$ cat src/rtl/if_fetch_unit.sv
// Instruction-fetch stage: owns the fetch PC, runs a single-outstanding request/response
// handshake with instruction memory and presents one instruction at a time to IF/ID.
module if_fetch_unit #(
   parameter logic [31:0] RESET_PC = 32'h0000_0000
) (
   input  logic        clk,
   input  logic        rst,
   input  logic        pcWrite,
   input  logic        branchTaken,
   input  logic [31:0] branchTarget,
   output logic        imem_req,
   output logic [31:0] imem_addr,
   input  logic        imem_ready,
   input  logic        imem_rvalid,
   input  logic [31:0] imem_rdata,
   output logic [31:0] pc_o,
   output logic [31:0] pcPlusFour_o,
   output logic [31:0] inst_o,
   output logic        fetchValid_o
);

   typedef enum logic [1:0] {
      S_REQ  = 2'd0,
      S_WAIT = 2'd1,
      S_HOLD = 2'd2
   } state_t;

   state_t      state_q, state_d;
   logic [31:0] fetchPc_q, fetchPc_d;
   logic        discard_q, discard_d;
   logic [31:0] pc_q, pc_d;
   logic [31:0] pcp4_q, pcp4_d;
   logic [31:0] inst_q, inst_d;
   logic        valid_q, valid_d;
   logic [31:0] fetchPcPlus4;

   assign fetchPcPlus4 = fetchPc_q + 32'd4;

   always_comb begin
      state_d   = state_q;
      fetchPc_d = fetchPc_q;
      discard_d = discard_q;
      pc_d      = pc_q;
      pcp4_d    = pcp4_q;
      inst_d    = inst_q;
      valid_d   = valid_q;

      case (state_q)
         S_REQ: begin
            if (imem_ready) begin
               state_d = S_WAIT;
               if (branchTaken) discard_d = 1'b1;
            end
         end
         S_WAIT: begin
            if (imem_rvalid) begin
               state_d   = S_REQ;
               discard_d = 1'b0;
               if (!discard_q && !branchTaken) begin
                  state_d   = S_HOLD;
                  inst_d    = imem_rdata;
                  pc_d      = fetchPc_q;
                  pcp4_d    = fetchPcPlus4;
                  valid_d   = 1'b1;
                  fetchPc_d = fetchPcPlus4;
               end
            end else if (branchTaken) begin
               discard_d = 1'b1;
            end
         end
         S_HOLD: begin
            if (branchTaken) begin
               state_d = S_REQ;
            end else if (pcWrite) begin
               state_d = S_REQ;
               valid_d = 1'b0;
               inst_d  = '0;
            end
         end
         default: state_d = S_REQ;
      endcase

      // A redirect overrides whatever the state-specific logic chose for PC and outputs.
      if (branchTaken) begin
         fetchPc_d = {branchTarget[31:2], 2'b00};
         valid_d   = 1'b0;
         inst_d    = '0;
         pc_d      = '0;
         pcp4_d    = '0;
      end
   end

   always_ff @(posedge clk) begin
      if (rst) begin
         state_q   <= S_REQ;
         fetchPc_q <= RESET_PC;
         discard_q <= 1'b0;
         pc_q      <= '0;
         pcp4_q    <= '0;
         inst_q    <= '0;
         valid_q   <= 1'b0;
      end else begin
         state_q   <= state_d;
         fetchPc_q <= fetchPc_d;
         discard_q <= discard_d;
         pc_q      <= pc_d;
         pcp4_q    <= pcp4_d;
         inst_q    <= inst_d;
         valid_q   <= valid_d;
      end
   end

   assign imem_req     = (state_q == S_REQ) && !rst;
   assign imem_addr    = fetchPc_q;
   assign pc_o         = pc_q;
   assign pcPlusFour_o = pcp4_q;
   assign inst_o       = inst_q;
   assign fetchValid_o = valid_q;

endmodule

$ cat config.mk
export PLATFORM = sky130hd
export DESIGN_NAME = if_fetch_unit
export DESIGN_NICKNAME = d
export VERILOG_FILES = /design/src/rtl/if_fetch_unit.sv
export SDC_FILE = /design/constraint.sdc
export NUM_CORES = 1
export LEC_CHECK = 0
export CORE_UTILIZATION = 45
export CTS_CLUSTER_SIZE = 30
export DETAILED_ROUTE_END_ITERATION = 10
export GPL_TIMING_DRIVEN = 0
export PLACE_DENSITY = 0.93
export SLEW_MARGIN = 15
export SYNTH_ARGS = -nofsm -noshare
export SYNTH_HDL_FRONTEND = slang
export SYNTH_SLANG_ARGS = --single-unit
$ cat constraint.sdc
create_clock -name clk -period 2.3 [get_ports clk]
set_input_delay 0.575 -clock clk [delete_from_list [all_inputs] [get_ports clk]]
set_output_delay 0.575 -clock clk [all_outputs]
set_load 0.05 [all_outputs]
## Yosys cells after proc, flatten, opt, wreduce, memory -nomap -nowiden

Index checks and enable logic that the tools add are counted.
W data, S select, Z words.

- Bits in latches: 0
- Word-level logic and storage cells: 55
- Input port bits: 70
- Output and inout port bits: 130
- Memories kept: 0
- RAM bits: 0
- Bits in registers: 132
- ROM bits: 0

- Reductions and logical operators: 17
- Eq/ne operators: 7
- Add/sub/neg operators: 1
- Multipliers: 0
- Order comparisons: 0
- Mux-type cells: 22
- Shifts and indexed selects: 0
- Div/mod/pow operators: 0
- Bitwise gates (word level): 0

Operator list:

| operator | count |
|---|---|
| $mux W32 | 7 |
| $pmux W32 S2 | 1 |
| $add A32 B3 Y32 const B | 1 |
| $mux W2 | 5 |
| $reduce_bool A2 Y1 | 5 |
| $reduce_and A3 Y1 | 3 |
| $ne A2 B2 Y1 const B | 4 |
| $mux W1 | 6 |
| $pmux W2 S3 | 1 |
| $pmux W1 S2 | 2 |
| $reduce_and A4 Y1 | 1 |
| $logic_not A1 Y1 | 3 |
| $ne A3 B3 Y1 const B | 1 |
| $eq A2 B1 Y1 const B | 1 |
| $eq A2 B2 Y1 const B | 1 |
| $logic_and A1 B1 Y1 | 2 |
| $logic_not A2 Y1 | 1 |
| $reduce_and A2 Y1 | 1 |
| $reduce_or A2 Y1 | 1 |

## Longest topological paths before layout

Gate-level depths: netlist of run 1.

- Word-level depth: 6
- Gate-level depth with buffers: 8

## Worst setup path after synthesis of run 1

OpenSTA, ideal clock, no wires.

- Kind: input to output
- From: in rst
- To: out imem_req
- Stages on the path: 3
- Setup slack: -0.285 ns
- Arrival: 2.010 ns
- Required time: 1.725 ns
- Path buffers: 2
- Cells stage by stage: clkbuf_1 > buf_1 > nor3_1

- Cells in the longest elaborated chain, start to end: 2

RTL lines:

| element | line | RTL |
|---|---|---|
| from (decl) | 7 | `input logic rst,` |
| $logic_not A1 Y1 | 113 | `assign imem_req = (state_q == S_REQ) && !rst;` |
| $logic_and A1 B1 Y1 | 113 |  |
| to (decl) | 11 | `output logic imem_req,` |

No other way between the ends.

## Worst setup path in the final report of run 1

Ends and elaborated chain as after synthesis.

==> results of run 1 <==
[cells by family after synthesis]
kind of cell	after synthesis
other	1
adders and majority gates	1
AOI/OAI and AO/OA	162
muxes	7
DFF	126
buffers and inverters	84
xor gates and xnor gates	51
and+or+nand+nor	232
[cells in the final DEF (no fill, tap or decap), drive strengths merged, types with 3 or more instances in the layout]
| master | instances |
|---|---|
| nor4 | 7 |
| xor2 | 20 |
| buf | 32 |
| nand2 | 87 |
| bufinv | 5 |
| a21oi | 74 |
| and3 | 6 |
| nor3 | 8 |
| a22oi | 32 |
| o21a | 12 |
| nor2 | 73 |
| nor2b | 6 |
| and4 | 3 |
| dfxtp | 126 |
| nand3 | 19 |
| inv | 18 |
| a211oi | 9 |
| xnor2 | 31 |
| dlygate4sd2 | 14 |
| or2 | 3 |
| dlymetal6s2s | 3 |
| clkbuf | 56 |
| clkinvlp | 4 |
| o21ai | 25 |
| conb | 6 |
| o211ai | 3 |
| mux2i | 7 |
| clkdlybuf4s50 | 173 |
| nand4 | 12 |
[per-stage QoR]
| step | hold WS (ps) | instance area (µm²) |
|---|---|---|
| 6_report | 454 | 8320 |
| 5_1_grt | 468 | 8320 |
| 4_1_cts | 454 | 8280 |
| 3_5_place_dp | 446 | 7620 |
| 3_3_place_gp | 442 | 7620 |
| 2_1_floorplan | 510 | 5540 |
[how the worst max path moves through the flow]
stage | cells after the start | endpoint | slack (ps)
after floorplan | 8 | imem_addr[22]$_SDFFE_PP0P_ | 80
after global placement | 8 | inst_o[1]$_SDFFE_PP0P_ | -530
after detailed placement | 8 | inst_o[29]$_SDFFE_PP0P_ | -600
after CTS | 1 | imem_addr[30] | 1
after global routing | 6 | imem_addr[31]$_SDFFE_PP0P_ | -2
final | 4 | imem_req | 30
[power groups by stage]
stage / logic [µW] / registers [µW] / clock network (µW)
after floorplan: 283 / 2500 / 0
after global placement: 733 / 2340 / 0
after detailed placement: 742 / 2340 / 0
after CTS: 739 / 2300 / 3000
after global routing: 787 / 2310 / 3090
final: 747 / 2300 / 2980
[layout make-up]
class	instances	share of cell area
repair buffers	191	0.228
multi-input cells	459	0.318
flip-flops and latches	126	0.304
well taps	147	0.0221
plain buffers	66	0.0414
clock inverters	10	0.0223
clock buffers	21	0.0565
inverters	18	0.00812
[state kept, by name, indices dropped and copies added (netlist names)]
| name | cells |
|---|---|
| pc_o | 30 |
| imem_addr | 30 |
| pcPlusFour_o | 30 |
| fetchValid_o | 1 |
| state_q | 2 |
| inst_o | 32 |
| discard_q | 1 |
[layer usage]
| metal | up-vias | global-route usage | share of wire |
|---|---|---|---|
| met5 | - | 0 | 0 |
| met4 | 0 | 0.134 | 0.030 |
| met3 | 42 | 0.0643 | 0.067 |
| met2 | 251 | 0.464 | 0.49 |
| met1 | 2658 | 0.346 | 0.42 |
| li1 | 2682 | - | - |
[critical path, stage by stage]
cell	delay, ps
clkbuf_1	200
buf_4	250
nor3_2	110
dlygate4sd2_1	550
[timing repair]
item	4_1_cts	5_1_grt
endpoints found under the setup margin	63	83
gates resized for setup	23	19
pin swaps	0	0
setup buffers	0	1
==> results.md, run 1 <==
- Slew Limit Fails: 0
- Total grt overflow: 0
- Placed Cells: 1,006
- Final hold vios: 0
- Adder-Cell Fraction of Synth Area: 0.00227
- Die Height: 113 µm
- Post-Synth Simple-Gate Area: 0.199
- Post-synth EDFFs: 0
- DRC: 0
- Critical Path Fanout Max: 10
- Largest family of logic cells by synthesized area: simple AND/OR/NAND/NOR gates
- H-tree depth: 4
- Cell Area, Synth: 5510 µm²
- Core area: 12,000 µm²
- Share of layout cells above drive strength 1: 0.101
- R2R Setup Slk: 150 ps
- HPWL Detailed: 12,500 µm
- Max Freq: 441 MHz
- Port bufs: 190
- IO Pins: 200
- Hold path endpoint: pc_o[13]$_SDFFE_PP0P_
- Dominant cells by area after synthesis: dfxtp_1 46%, a21oi_1 6.7%, nand2_1 5.9%
- Syn Area/Cell: 8.30 µm²
- Initial antenna violation count: 0
- RePlAce Congestion: 0.826
- Maximum number of pins on one net before global-route repair: 17
- # fillers: 894
- Area of the multi-input gates: 2640 µm²
- Worst-Margin Slew: 681 ps
- Yosys warns: 0
- Num CTS Buffers: 17
- WP data arrival: 1690 ps
- Worst slack, placed: -604 ps
- CTS max path bufs: 2
- Cell count of the worst hold path: 2
- Reg power frac: 0.382
- Synth Flop Type: dfxtp_1
- Setup TNS: 0 ps
- Die Area: 12,700 µm²
- Leakage power: 0.00310 µW
- Initial core utilization: 0.461
- Period utilization: 0.986
- Kind of end point of the critical path: output pin
- Cell depth of the worst flop-to-flop path: 7
- Syn Inst Count: 664
- Crit path time final: 2270 ps
- Area leader, netlist: dfxtp_1
- Most common cell in the netlist: dfxtp_1
- Power share of the clock group: 0.494
- R2R Path Start: imem_addr[6]$_SDFFE_PP0P_
- Int Pwr: 4530 µW
- Fin worst setup slack: 31.5 ps
- Final WL: 17,600 µm
- Layout area overhead: 51.0%
- Netlist cell types: 45
- CP required: 1730 ps
- Die Wd: 113 µm
- FF+latch area: 2520 µm²
- RR Endpoint: imem_addr[25]$_SDFFE_PP0P_
- Synthesized flop and latch total: 126
- Clk slew on worst S/H paths: 50 ps
- XOR/XNOR Fraction of Synth Area: 0.0811
- Rel. slew slack: 0.546
- First-pass GRT wire length: 27,600 µm
- Hold crit path type: reg -> reg
- Clk_skew: 8.11 ps
- IR drop worst, VDD: 0.000529 V
- PD cells: 724 nW/µm²
- Iter 0 DRT Violations: 430
- Max Cap Viol: 0
- Critical Path Start Type: input pin
- Mux share of post-synthesis cell area: 0.0127
- Fin cells: 1,038
- Crit path from: rst
- Hold_sp: pc_o[13]$_SDFFE_PP0P_
- Psw: 1490 µW
- Status: finished, final reports clean
- Endpoints failing setup: 0
- Final Util: 0.696
- Hold buffer count at CTS: 0
- Total power: 6020 µW
- Post-route ant nets: 0
- Seq/Total Area, Yosys: 0.458
- Post-synth top area share: 0.458
- Vias/cell: 5.43
- Clk root buf: clkbuf_16
- Ant diodes: 0
- Sw Share: 0.248
- Vias in the first global route: 5,369
- Post-synthesis compound-gate area fraction: 0.176
- Cell row count: 40
- Vias: 5,633
- CTS tree: yes
- Logic pwr share: 0.124
- Total Routing Usage GR: 0.281
- Commonest cells post-synth: 126 x dfxtp_1, 87 x nand2_1, 74 x a21oi_1
- First-pass DRT Iterations: 5
- Critical path class: in -> out
- CTS sink cnt: 126
- Wire per inst: 17.0 µm
- Asr flop ratio synth: 0
- Layout Nets: 950
- Worst skew pair latency: 420 ps
No activity file was read; power rests on OpenSTA's default activity.
==> inputs of run 2 (changes only) <==
CELL_PAD_IN_SITES_DETAIL_PLACEMENT = 1   (was unset)
CELL_PAD_IN_SITES_GLOBAL_PLACEMENT = 2   (was unset)
CORE_UTILIZATION = 25   (was 45)
HOLD_SLACK_MARGIN = 0.06   (was unset)
PLACE_DENSITY = 0.92   (was 0.93)
==> run 2 against run 1 <==
Compared with the run above: wire length is 20% higher; via count is 1.5% lower; worst hold slack got worse by 1.1 ps; combinational power grew 2%.
==> results.md, run 2 (synthesized netlist as in run 1, its figures left out) <==
- Clk root buf: clkbuf_16
- Initial core utilization: 0.259
- R2R Path Start: imem_addr[5]$_SDFFE_PP0P_
- RePlAce Congestion: 0.771
- Fin cells: 1,170
- Commonest non-fill, non-tap cell in the layout: clkdlybuf4s50_1
- Critical path class: reg -> out
- WP data arrival: 1660 ps
- Period utilization: 0.974
- Hold_sp: pc_o[25]$_SDFFE_PP0P_
- Cell row count: 53
- Met2 WL: 10,100 µm
- PD cells: 695 nW/µm²
- Layout area overhead: 53.8%
- Area of the multi-input gates: 2670 µm²
- Die Wd: 150 µm
- Max Cap Viol: 0
- Share of layout cells above drive strength 1: 0.104
- Max incr delay on CP: 850 ps
- Worst skew pair latency: 420 ps
- CTS sink cnt: 126
- Final WL: 21,100 µm
- Worst-Margin Slew: 699 ps
- Clk_skew: 7.21 ps
- Met1 WL: 9450 µm
- Vias: 5,546
- Die Height: 150 µm
- Wire per inst: 18.0 µm
- Rel. slew slack: 0.534
- Max reg flops: 32
- IR drop worst, VDD: 0.000459 V
- Final Util: 0.398
- HPWL Detailed: 15,500 µm
- Hold buffer count at CTS: 0
- Crit path time final: 2240 ps
- Slew Limit Fails: 0
- Metal3 WL: 941 µm
- Top layer in use: met4
- CP Cell Sequence: clkdlybuf4s50_1
- Num CTS Buffers: 17
- RR Endpoint: imem_addr[25]$_SDFFE_PP0P_
- Vias/cell: 4.74
- Initial antenna violation count: 1
- FF+latch area: 2520 µm²
- R2R Setup Slk: 160 ps
- Core area: 21,300 µm²
- CP required: 1730 ps
- Buf/Inv on CP: 1
- Total grt overflow: 0
- Critical Path Fanout Max: 7
- Leakage power: 0.00309 µW
- Kind of end point of the critical path: output pin
- CTS max path bufs: 2
- Layout Nets: 951
- IO Pins: 200
- Most frequent cells in the layout: 172 x clkdlybuf4s50_1, 124 x dfxtp_1, 87 x nand2_1, 74 x a21oi_1, 72 x nor2_1
- Critical Path Start Type: flip-flop
- Post-route ant nets: 0
- Total Routing Usage GR: 0.188
- # fillers: 2,471
- RSZ-0062 raised after global routing: true
- Clk slew on worst S/H paths: 50 ps
- Setup TNS: 0 ps
- Final hold vios: 0
- Die Area: 22,600 µm²
- Vias in the first global route: 5,641
- H-tree depth: 4
- Port bufs: 190
- Endpoints failing setup: 0
- First-pass GRT wire length: 31,700 µm
- Hold crit path type: reg -> reg
- Hold path endpoint: pc_o[25]$_SDFFE_PP0P_
- CTS tree: yes
- Cell count of the worst hold path: 2
- Cell depth of the worst flop-to-flop path: 8
- Status: finished, final reports clean
- Maximum number of pins on one net before global-route repair: 17
- Placed Cells: 1,134
- Max Freq: 447 MHz
- Iter 0 DRT Violations: 204
- Critical-path top delay cell: clkdlybuf4s50_1
- First-pass DRT Iterations: 4
- DRC: 0
- CP delay by family, top: buffers and inverters
-- run 2: cell count changes in the layout (fill, tap and decap cells not counted), sizes merged, moves of 2 or more --
cell,before,now
buf,32,34
bufinv,5,3
clkbuf,56,59
clkinv,1,3
clkinvlp,4,0
diode,0,3
dlygate4sd2,14,16
dlymetal6s2s,3,1
-- run 2: where the power goes --
| group | internal (µW) | total [µW] | leakage (µW) | switching (µW) |
|---|---|---|---|---|
| combinational | 293 | 764 | 0.00177 | 471 |
| sequential | 2240 | 2300 | 0.00102 | 63.9 |
| clock | 1840 | 2820 | 0.000303 | 984 |
-- run 2: timing repair --
action / in CTS / in global routing
endpoints found under the setup margin: 112 / 85
pin swaps: 2 / 0
setup buffers: 2 / 0
gates resized for setup: 33 / 21
-- run 2: per-stage QoR --
stage	worst slack (ps)	power [µW]	area [µm²]	hold WS, ps
after floorplan	80.9	2780	5540	510
after global placement	-735	3110	7780	443
after detailed placement	-787	3120	7780	449
after CTS	3.98	5940	8420	456
after global routing	-15.8	6100	8470	472
final	60.7	5890	8470	453
-- run 2: final cells by class --
| type | count | share of cell area |
|---|---|---|
| antenna | 3 | 0.000886 |
| clock buffer | 25 | 0.0597 |
| sequential | 126 | 0.298 |
| clock inverter | 6 | 0.0124 |
| timing repair buffer | 192 | 0.224 |
| tap | 275 | 0.0406 |
| multi-input combinational | 459 | 0.315 |
| inverter | 18 | 0.00798 |
| buffer | 66 | 0.0414 |
-- run 2: worst max-delay path by stage --
stage                     cells past startpoint                       from                      endpoint  slack, ps
after floorplan                               8  imem_addr[7]$_SDFFE_PP0P_    imem_addr[22]$_SDFFE_PP0P_         80
after global placement                        8                imem_rvalid  pcPlusFour_o[3]$_SDFFE_PP0P_       -730
after detailed placement                      8                imem_rvalid  pcPlusFour_o[3]$_SDFFE_PP0P_       -790
after CTS                                     8                imem_rvalid       inst_o[12]$_SDFFE_PP0P_          4
after global routing                          8                imem_rvalid    imem_addr[11]$_SDFFE_PP0P_        -20
final                                         1  imem_addr[2]$_SDFFE_PP0P_                  imem_addr[2]         60
-- run 2: per-layer routing --
metal	vias up	global-route usage
met5	-	0
met4	0	0.0879
met3	35	0.0379
met2	134	0.312
met1	2691	0.231
li1	2686	-
